<file path="config.mk">
export PLATFORM = sky130hd
export DESIGN_NAME = feedback_beeper_flat
export DESIGN_NICKNAME = d
export VERILOG_FILES = /design/src/rtl/feedback_pkg.sv /design/src/rtl/feedback_beeper_if.sv /design/src/rtl/feedback_beeper_unit_tick.sv /design/src/rtl/feedback_beeper.sv /design/src/flat_wrapper.sv
export SDC_FILE = /design/constraint.sdc
export NUM_CORES = 1
export LEC_CHECK = 0
export CAP_MARGIN = 20
export CORE_UTILIZATION = 50
export CTS_CLUSTER_SIZE = 30
export DETAILED_ROUTE_END_ITERATION = 10
export DONT_BUFFER_PORTS = 1
export PLACE_DENSITY = 0.68
export SETUP_SLACK_MARGIN = 0.15
export SYNTH_ARGS = -nofsm -noshare
export SYNTH_HDL_FRONTEND = slang
export SYNTH_SLANG_ARGS = --single-unit
</file>
<file path="constraint.sdc">
create_clock -name clk -period 1.8 [get_ports clk]
set_input_delay 0.18 -clock clk [delete_from_list [all_inputs] [get_ports clk]]
set_output_delay 0.18 -clock clk [all_outputs]
set_load 0.01 [all_outputs]
</file>
<file path="src/rtl/feedback_pkg.sv">
// Shared types and constants for the feedback beeper: FSM states, event
// patterns (priority encoded by value) and the error beep count.
package feedback_pkg;

  typedef enum logic [1:0] {
    ST_IDLE = 2'd0,
    ST_ON   = 2'd1,
    ST_GAP  = 2'd2
  } state_t;

  // A numerically larger pattern wins when events coincide or pre-empt.
  typedef enum logic [1:0] {
    PAT_NONE = 2'd0,
    PAT_KEY  = 2'd1,
    PAT_OK   = 2'd2,
    PAT_ERR  = 2'd3
  } pattern_t;

  localparam logic [1:0] ERR_BEEPS = 2'd3;

  function automatic int max3(input int a, input int b, input int c);
    int m;
    m = (a > b) ? a : b;
    return (m > c) ? m : c;
  endfunction

endpackage

</file>
<file path="src/rtl/feedback_beeper_if.sv">
// Event pulses from the lock controller and the buzzer/LED drive back to the board.
interface feedback_beeper_if;
  logic key_pulse;
  logic ok_pulse;
  logic err_pulse;
  logic beep_out;
  logic led_ok;
  logic led_err;
  logic busy;

  modport master (
    output key_pulse, ok_pulse, err_pulse,
    input  beep_out, led_ok, led_err, busy
  );

  modport slave (
    input  key_pulse, ok_pulse, err_pulse,
    output beep_out, led_ok, led_err, busy
  );
endinterface

</file>
<file path="src/rtl/feedback_beeper_unit_tick.sv">
// Time-unit prescaler: one-cycle tick every TICK_DIV clocks, restartable by a
// synchronous clear so a new phase always starts on a full unit.
module unit_tick #(
  parameter int TICK_DIV = 125000
) (
  input  logic clk,
  input  logic rst_n,
  input  logic clr,
  output logic tick
);

  localparam int PW = (TICK_DIV > 1) ? $clog2(TICK_DIV) : 1;

  logic [PW-1:0] cnt_q;

  assign tick = (cnt_q == PW'(TICK_DIV - 1)) && !clr;

  // NOTE: sequential state uses non-blocking assignments so every flop samples
  // pre-edge values regardless of block evaluation order.
  always_ff @(posedge clk or negedge rst_n) begin
    if (!rst_n) begin
      cnt_q <= '0;
    end else if (clr || tick) begin
      cnt_q <= '0;
    end else begin
      cnt_q <= cnt_q + PW'(1);
    end
  end

endmodule

</file>
<file path="src/rtl/feedback_beeper.sv">
// Turns single-cycle lock events into audible/visible patterns on the buzzer and LEDs.
// Define BEEP_TONE_EN to drive a passive piezo with a TONE_DIV square wave during beeps.
module feedback_beeper
  import feedback_pkg::*;
#(
  parameter int TICK_DIV = 125000,
  parameter int SHORT_U  = 60,
  parameter int LONG_U   = 500,
  parameter int GAP_U    = 80,
  parameter int TONE_DIV = 31250
) (
  input  logic              clk,
  input  logic              rst_n,
  feedback_beeper_if.slave  bus
);

  localparam int UW = $clog2(max3(SHORT_U, LONG_U, GAP_U) + 1);

  if (TICK_DIV < 1 || SHORT_U < 1 || LONG_U < 1 || GAP_U < 1 || TONE_DIV < 1) begin : g_param_check
    $error("feedback_beeper: timing parameters must be 1 or greater");
  end

  state_t        state_q, state_d;
  pattern_t      pattern_q, pattern_d;
  pattern_t      evt;
  logic [1:0]    beeps_q, beeps_d;
  logic [UW-1:0] unit_q, unit_d;
  logic          start;
  logic          tick;
  logic          beep_d;

  logic beep_q, led_ok_q, led_err_q, busy_q;

  function automatic logic [UW-1:0] on_len(input pattern_t p);
    return (p == PAT_OK) ? UW'(LONG_U) : UW'(SHORT_U);
  endfunction

  // Highest-priority event this cycle; pre-empts only a strictly weaker pattern.
  always_comb begin
    if (bus.err_pulse)     evt = PAT_ERR;
    else if (bus.ok_pulse) evt = PAT_OK;
    else if (bus.key_pulse) evt = PAT_KEY;
    else                   evt = PAT_NONE;
  end

  assign start = (evt > pattern_q);

  unit_tick #(.TICK_DIV(TICK_DIV)) u_unit_tick (
    .clk   (clk),
    .rst_n (rst_n),
    .clr   (start || (state_q == ST_IDLE)),
    .tick  (tick)
  );

  always_comb begin
    // NOTE: every combinational output gets a default first so no path infers a latch.
    state_d   = state_q;
    pattern_d = pattern_q;
    beeps_d   = beeps_q;
    unit_d    = unit_q;

    if (start) begin
      state_d   = ST_ON;
      pattern_d = evt;
      beeps_d   = (evt == PAT_ERR) ? ERR_BEEPS : 2'd1;
      unit_d    = on_len(evt);
    end else if (tick && (state_q != ST_IDLE)) begin
      if (unit_q > UW'(1)) begin
        unit_d = unit_q - UW'(1);
      end else begin
        case (state_q)
          ST_ON: begin
            if (beeps_q > 2'd1) begin
              state_d = ST_GAP;
              beeps_d = beeps_q - 2'd1;
              unit_d  = UW'(GAP_U);
            end else begin
              state_d   = ST_IDLE;
              pattern_d = PAT_NONE;
              beeps_d   = 2'd0;
              unit_d    = '0;
            end
          end
          ST_GAP: begin
            state_d = ST_ON;
            unit_d  = on_len(pattern_q);
          end
          default: begin
            state_d   = ST_IDLE;
            pattern_d = PAT_NONE;
            beeps_d   = 2'd0;
            unit_d    = '0;
          end
        endcase
      end
    end
  end

  always_ff @(posedge clk or negedge rst_n) begin
    if (!rst_n) begin
      state_q   <= ST_IDLE;
      pattern_q <= PAT_NONE;
      beeps_q   <= 2'd0;
      unit_q    <= '0;
    end else begin
      state_q   <= state_d;
      pattern_q <= pattern_d;
      beeps_q   <= beeps_d;
      unit_q    <= unit_d;
    end
  end

`ifdef BEEP_TONE_EN
  localparam int TW = (TONE_DIV > 1) ? $clog2(TONE_DIV) : 1;

  logic [TW-1:0] tone_cnt_q;
  logic          tone_q;
  logic          enter_on;

  // The tone restarts low on every ON entry, including a pre-empting restart.
  assign enter_on = (state_d == ST_ON) && (start || (state_q != ST_ON));

  always_ff @(posedge clk or negedge rst_n) begin
    if (!rst_n) begin
      tone_cnt_q <= '0;
      tone_q     <= 1'b0;
    end else if (enter_on) begin
      tone_cnt_q <= '0;
      tone_q     <= 1'b0;
    end else if (state_q == ST_ON) begin
      if (tone_cnt_q == TW'(TONE_DIV - 1)) begin
        tone_cnt_q <= '0;
        tone_q     <= ~tone_q;
      end else begin
        tone_cnt_q <= tone_cnt_q + TW'(1);
      end
    end
  end

  assign beep_d = (state_q == ST_ON) && tone_q;
`else
  assign beep_d = (state_q == ST_ON);
`endif

  // Registered outputs follow the state by one clock; reset silences them at once.
  always_ff @(posedge clk or negedge rst_n) begin
    if (!rst_n) begin
      beep_q    <= 1'b0;
      led_ok_q  <= 1'b0;
      led_err_q <= 1'b0;
      busy_q    <= 1'b0;
    end else begin
      beep_q    <= beep_d;
      led_ok_q  <= (pattern_q == PAT_OK)  && (state_q != ST_IDLE);
      led_err_q <= (pattern_q == PAT_ERR) && (state_q != ST_IDLE);
      busy_q    <= (state_q != ST_IDLE);
    end
  end

  assign bus.beep_out = beep_q;
  assign bus.led_ok   = led_ok_q;
  assign bus.led_err  = led_err_q;
  assign bus.busy     = busy_q;

endmodule

</file>
<file path="src/flat_wrapper.sv">
// flat-port wrapper written by rule: the top's interface ports become plain ports
module feedback_beeper_flat import feedback_pkg::*;
#(
  parameter int TICK_DIV = 125000,
  parameter int SHORT_U  = 60,
  parameter int LONG_U   = 500,
  parameter int GAP_U    = 80,
  parameter int TONE_DIV = 31250
)
  (clk, rst_n, bus_key_pulse, bus_ok_pulse, bus_err_pulse, bus_beep_out, bus_led_ok, bus_led_err, bus_busy);
  feedback_beeper_if bus_i ();
  input  logic clk;
  input  logic rst_n;
  input wire logic [$bits(bus_i.key_pulse)-1:0] bus_key_pulse;
  input wire logic [$bits(bus_i.ok_pulse)-1:0] bus_ok_pulse;
  input wire logic [$bits(bus_i.err_pulse)-1:0] bus_err_pulse;
  output wire logic [$bits(bus_i.beep_out)-1:0] bus_beep_out;
  output wire logic [$bits(bus_i.led_ok)-1:0] bus_led_ok;
  output wire logic [$bits(bus_i.led_err)-1:0] bus_led_err;
  output wire logic [$bits(bus_i.busy)-1:0] bus_busy;
  assign bus_i.key_pulse = bus_key_pulse;
  assign bus_i.ok_pulse = bus_ok_pulse;
  assign bus_i.err_pulse = bus_err_pulse;
  assign bus_beep_out = bus_i.beep_out;
  assign bus_led_ok = bus_i.led_ok;
  assign bus_led_err = bus_i.led_err;
  assign bus_busy = bus_i.busy;
  feedback_beeper #(.TICK_DIV(TICK_DIV), .SHORT_U(SHORT_U), .LONG_U(LONG_U), .GAP_U(GAP_U), .TONE_DIV(TONE_DIV)) u_core (.clk(clk), .rst_n(rst_n), .bus(bus_i));
endmodule
</file>
==> reports/qor.yml <==
global_route:
  grt_pass1_vias: 1723
  grt_pass1_wl_microns: 8030
  grt_max_degree: 37
  grt_overflow: 0
  antenna_found_initial: 0
  grtUsageTotal: 0.253
yosys:
  synth_nets: 228
  postSynthCellCount: 214
  ys_seq_area_frac: 0.447
  synth-async-reset-ratio: 1.00
  synth_ff_type: "dfrtp_1"
  syn_avg_cell_area_sq_um: 9.42
  synth_warnings: 0
  synth.ff_latch_count: 36
  synth_edf_count: 0
  syn_area_sq_mm: 0.00202
  yosysUniqueCellTypes: 49
sta:
  slew_headroom: 0.754
  min_period_ns: 1.80
  final-setup-viol-count: 1
  fin_skew_ns: 0.00370
  final_hold_viol_count: 0
  setup_slack_ns: -0.00322
  rsz0062_at_grt: "true"
  fmax_mhz: 555
  maxSlewViolCount: 0
  fin_crit_sh: 1.00
  tightest_slew_ns: 0.365
worst_setup_path:
  worst-path-buf-inv: 1
  path_cells: "buf_4 > nor3_2 > or3b_4 > nor4b_4 > nor4_2 > o31ai_1"
  critPathArrivalTime_ns: 2.01
  endpoint_kind: "flop"
  slowest_delay_ns: 0.44
  crit_fanout: 4
  worst_ep_required_time_ns: 2.00
  critPathLaunchType: "flop"
  critical-path-slowest-cell: "or3b_4"
  critPathTopFamily: "simple AND/OR/NAND/NOR gates"
  criticalPathCategory: "reg -> reg"
power:
  combPwrFrac: 0.441
  switchingPower_uw: 1150
  p_leak_uw: 0.00125
  power.share.clock: 0.207
  swShare: 0.386
  power_frac_seq: 0.352
  internal_power_uw: 1830
  ir_drop_mv: 1.03
  p_per_area_mw_per_mm2: 1060
run:
  drv_cap: 0
route:
  remaining_drc_errors: 0
  drt_first_pass_iters: 4
  via_per_inst: 5.58
  vias: 1746
  wl_microns: 5170
  drtIter0Drc: 139
  final_antenna_net_count: 0
  wire_per_inst_microns: 16.5
clock_tree:
  clockRootBuffer: "clkbuf_8"
  cts_made_buffers: 5
  cts_max_path_buffers: 2
  worst_skew_pair.late_latency_ns: 0.29
  clk_pin_slew_worst_paths_ns: 0.07
  cts_max_level: 2
  cts.sinks: 36
  tritoncts: "yes"
floorplanning:
  die_w_microns: 65.5
  core_area_sq_mm: 0.00377
  io-pin-count: 9
  dieArea_sq_mm: 0.00429
  start_util: 0.535
  die_y_microns: 65.5
  rows: 22
placement:
  dpl.hpwl_microns: 3260
  dpl.cell_count: 293
  routabilityCongestion: 0.886
  portBuffers: 0
  placedInstanceArea_sq_mm: 0.00236
final_layout:
  diodes: 0
  syn_to_final_growth_pct: 39.9
  drive_gt1_frac: 0.411
  instances_no_fill: 313
  fin_nets: 278
  postLayoutCoreUtil: 0.748
  design_area_sq_mm: 0.00282
  n_fill_cell: 233
worst_hold_path:
  worst_hold_path_type: "in -> reg"
run_status:
  status: "complete, but fails checks"
  violations: "setup timing"
[state kept, by name, indices dropped and copies added (netlist names)]
register and cells:
u_core.u_unit_tick.cnt_q 17, u_core.unit_q 9, u_core.beeps_q 2, u_core.pattern_q 2, u_core.state_q 2, u_core.bus.beep_out 1
u_core.bus.busy 1, u_core.bus.led_err 1, u_core.bus.led_ok 1
[Yosys cell counts, drive strengths merged, types with 4 or more instances]
cell type / n / area share
dfrtp: 36 / 0.45
nor2: 28 / 0.052
and3: 14 / 0.043
o21ai: 14 / 0.035
nand3: 13 / 0.032
inv: 11 / 0.020
nand2: 11 / 0.020
a21oi: 9 / 0.022
ha: 9 / 0.056
xor2: 9 / 0.039
xnor2: 8 / 0.035
nor3: 5 / 0.015
nand4: 4 / 0.016
nor4: 4 / 0.020
[layout make-up]
type | instances | area [sq um] | area share
Multi-Input combinational cell | 162 | 1330 | 0.472
Sequential cell | 36 | 901 | 0.319
Clock inverter | 1 | 7.51 | 0.00266
Clock buffer | 7 | 86.3 | 0.0306
Inverter | 11 | 41.3 | 0.0146
Timing Repair Buffer | 48 | 394 | 0.140
Tap cell | 48 | 60.1 | 0.0213
[routing by layer]
metal / global-route usage / share of wire / wire length, microns
met1: 0.346 / 0.47 / 2430
met2: 0.394 / 0.49 / 2520
met3: 0.0503 / 0.027 / 139
met4: 0.0951 / 0.017 / 86
met5: 0 / 0 / 0
[cell usage in the layout (no fill, tap or decap), types with 2 or more instances in the layout]
| cell type | instances |
|---|---|
| nand4_1 | 3 |
| o21ai_0 | 2 |
| xor2_1 | 9 |
| buf_6 | 5 |
| or3b_4 | 2 |
| nor3_2 | 3 |
| clkbuf_8 | 6 |
| or3_1 | 2 |
| dfrtp_1 | 36 |
| xnor2_2 | 2 |
| a21oi_2 | 2 |
| nor4_4 | 2 |
| a21oi_1 | 7 |
| nor2_1 | 16 |
| nor4_2 | 2 |
| nor2_4 | 8 |
| xnor2_1 | 6 |
| and3_4 | 4 |
| and3_1 | 10 |
| o21ai_2 | 3 |
| ha_2 | 3 |
| nand3_1 | 13 |
| ha_1 | 5 |
| o31ai_1 | 3 |
| a211oi_1 | 2 |
| inv_2 | 3 |
| nor2_2 | 4 |
| and2_1 | 2 |
| nand2_1 | 11 |
| buf_4 | 41 |
| o21ai_1 | 8 |
| inv_1 | 8 |
[power groups by stage]
| stage | Clock [uW] | Combinational (uW) | Sequential (uW) |
|---|---|---|---|
| 3_3_place_gp | 0 | 908 | 1050 |
| 5_1_grt | 648 | 1420 | 1060 |
| 6_report | 617 | 1320 | 1050 |
| 2_1_floorplan | 0 | 572 | 1060 |
| 4_1_cts | 625 | 1080 | 1050 |
| 3_5_place_dp | 0 | 944 | 1060 |
[worst reg2reg max path: stages (launching register included)]
cell and delay [ns]:
dfrtp_1 0.43, buf_4 0.15, nor3_2 0.17, or3b_4 0.44
nor4b_4 0.25, nor4_2 0.08, o31ai_1 0.20
[worst paths after layout]
| check | start | cells after the start | slack [ns] | end |
|---|---|---|---|---|
| worst max-delay path | u_core.unit_q[1] | 6 | -0.003 | u_core.unit_q[7] |
| worst min-delay path | bus_err_pulse | 2 | 0.01 | u_core.beeps_q[1] |
| worst max register to register | u_core.unit_q[1] | 6 | -0.003 | u_core.unit_q[7] |
| worst min register to register | u_core.beeps_q[0] | 2 | 0.53 | u_core.beeps_q[0] |
| max in group asynchronous | rst_n | 2 | 1.29 | u_core.u_unit_tick.cnt_q[8] |
| min in group asynchronous | rst_n | 2 | 0.34 | u_core.u_unit_tick.cnt_q[13] |
[through the flow]
stage | total power (uW) | hold WS [ns] | TNS, ns | setup WS (ns)
2_1_floorplan | 1630 | -0.116 | 0 | 0.112
3_3_place_gp | 1960 | -0.114 | -0.00722 | -0.00722
3_5_place_dp | 2000 | -0.115 | -0.127 | -0.0442
4_1_cts | 2750 | 0.0113 | 0 | 0.00268
5_1_grt | 3130 | 0.0244 | -0.841 | -0.0916
6_report | 2980 | 0.0105 | -0.00322 | -0.00322
[timing repair]
item | CTS | global route
resized for setup | 16 | 48
setup buffers | 5 | 4
endpoints found under the hold margin | 36 | 0
gates cloned | 0 | 1
setup endpoints to repair | 22 | 30
hold buffers | 2 | 0
pin swaps | 7 | 21
[kinds of logic (layout without fill, tap and decap cells)]
logic type / count (synthesis) / count (layout) / share of synthesized area
compound gates: 38 / 38 / 0.119
flops: 36 / 36 / 0.447
fa+ha+maj: 9 / 9 / 0.0559
mux: 2 / 2 / 0.0106
xor+xnor: 17 / 17 / 0.0739
buf+inv: 16 / 67 / 0.0310
simple gates: 96 / 96 / 0.263
Power figures use the tool's default switching activity.
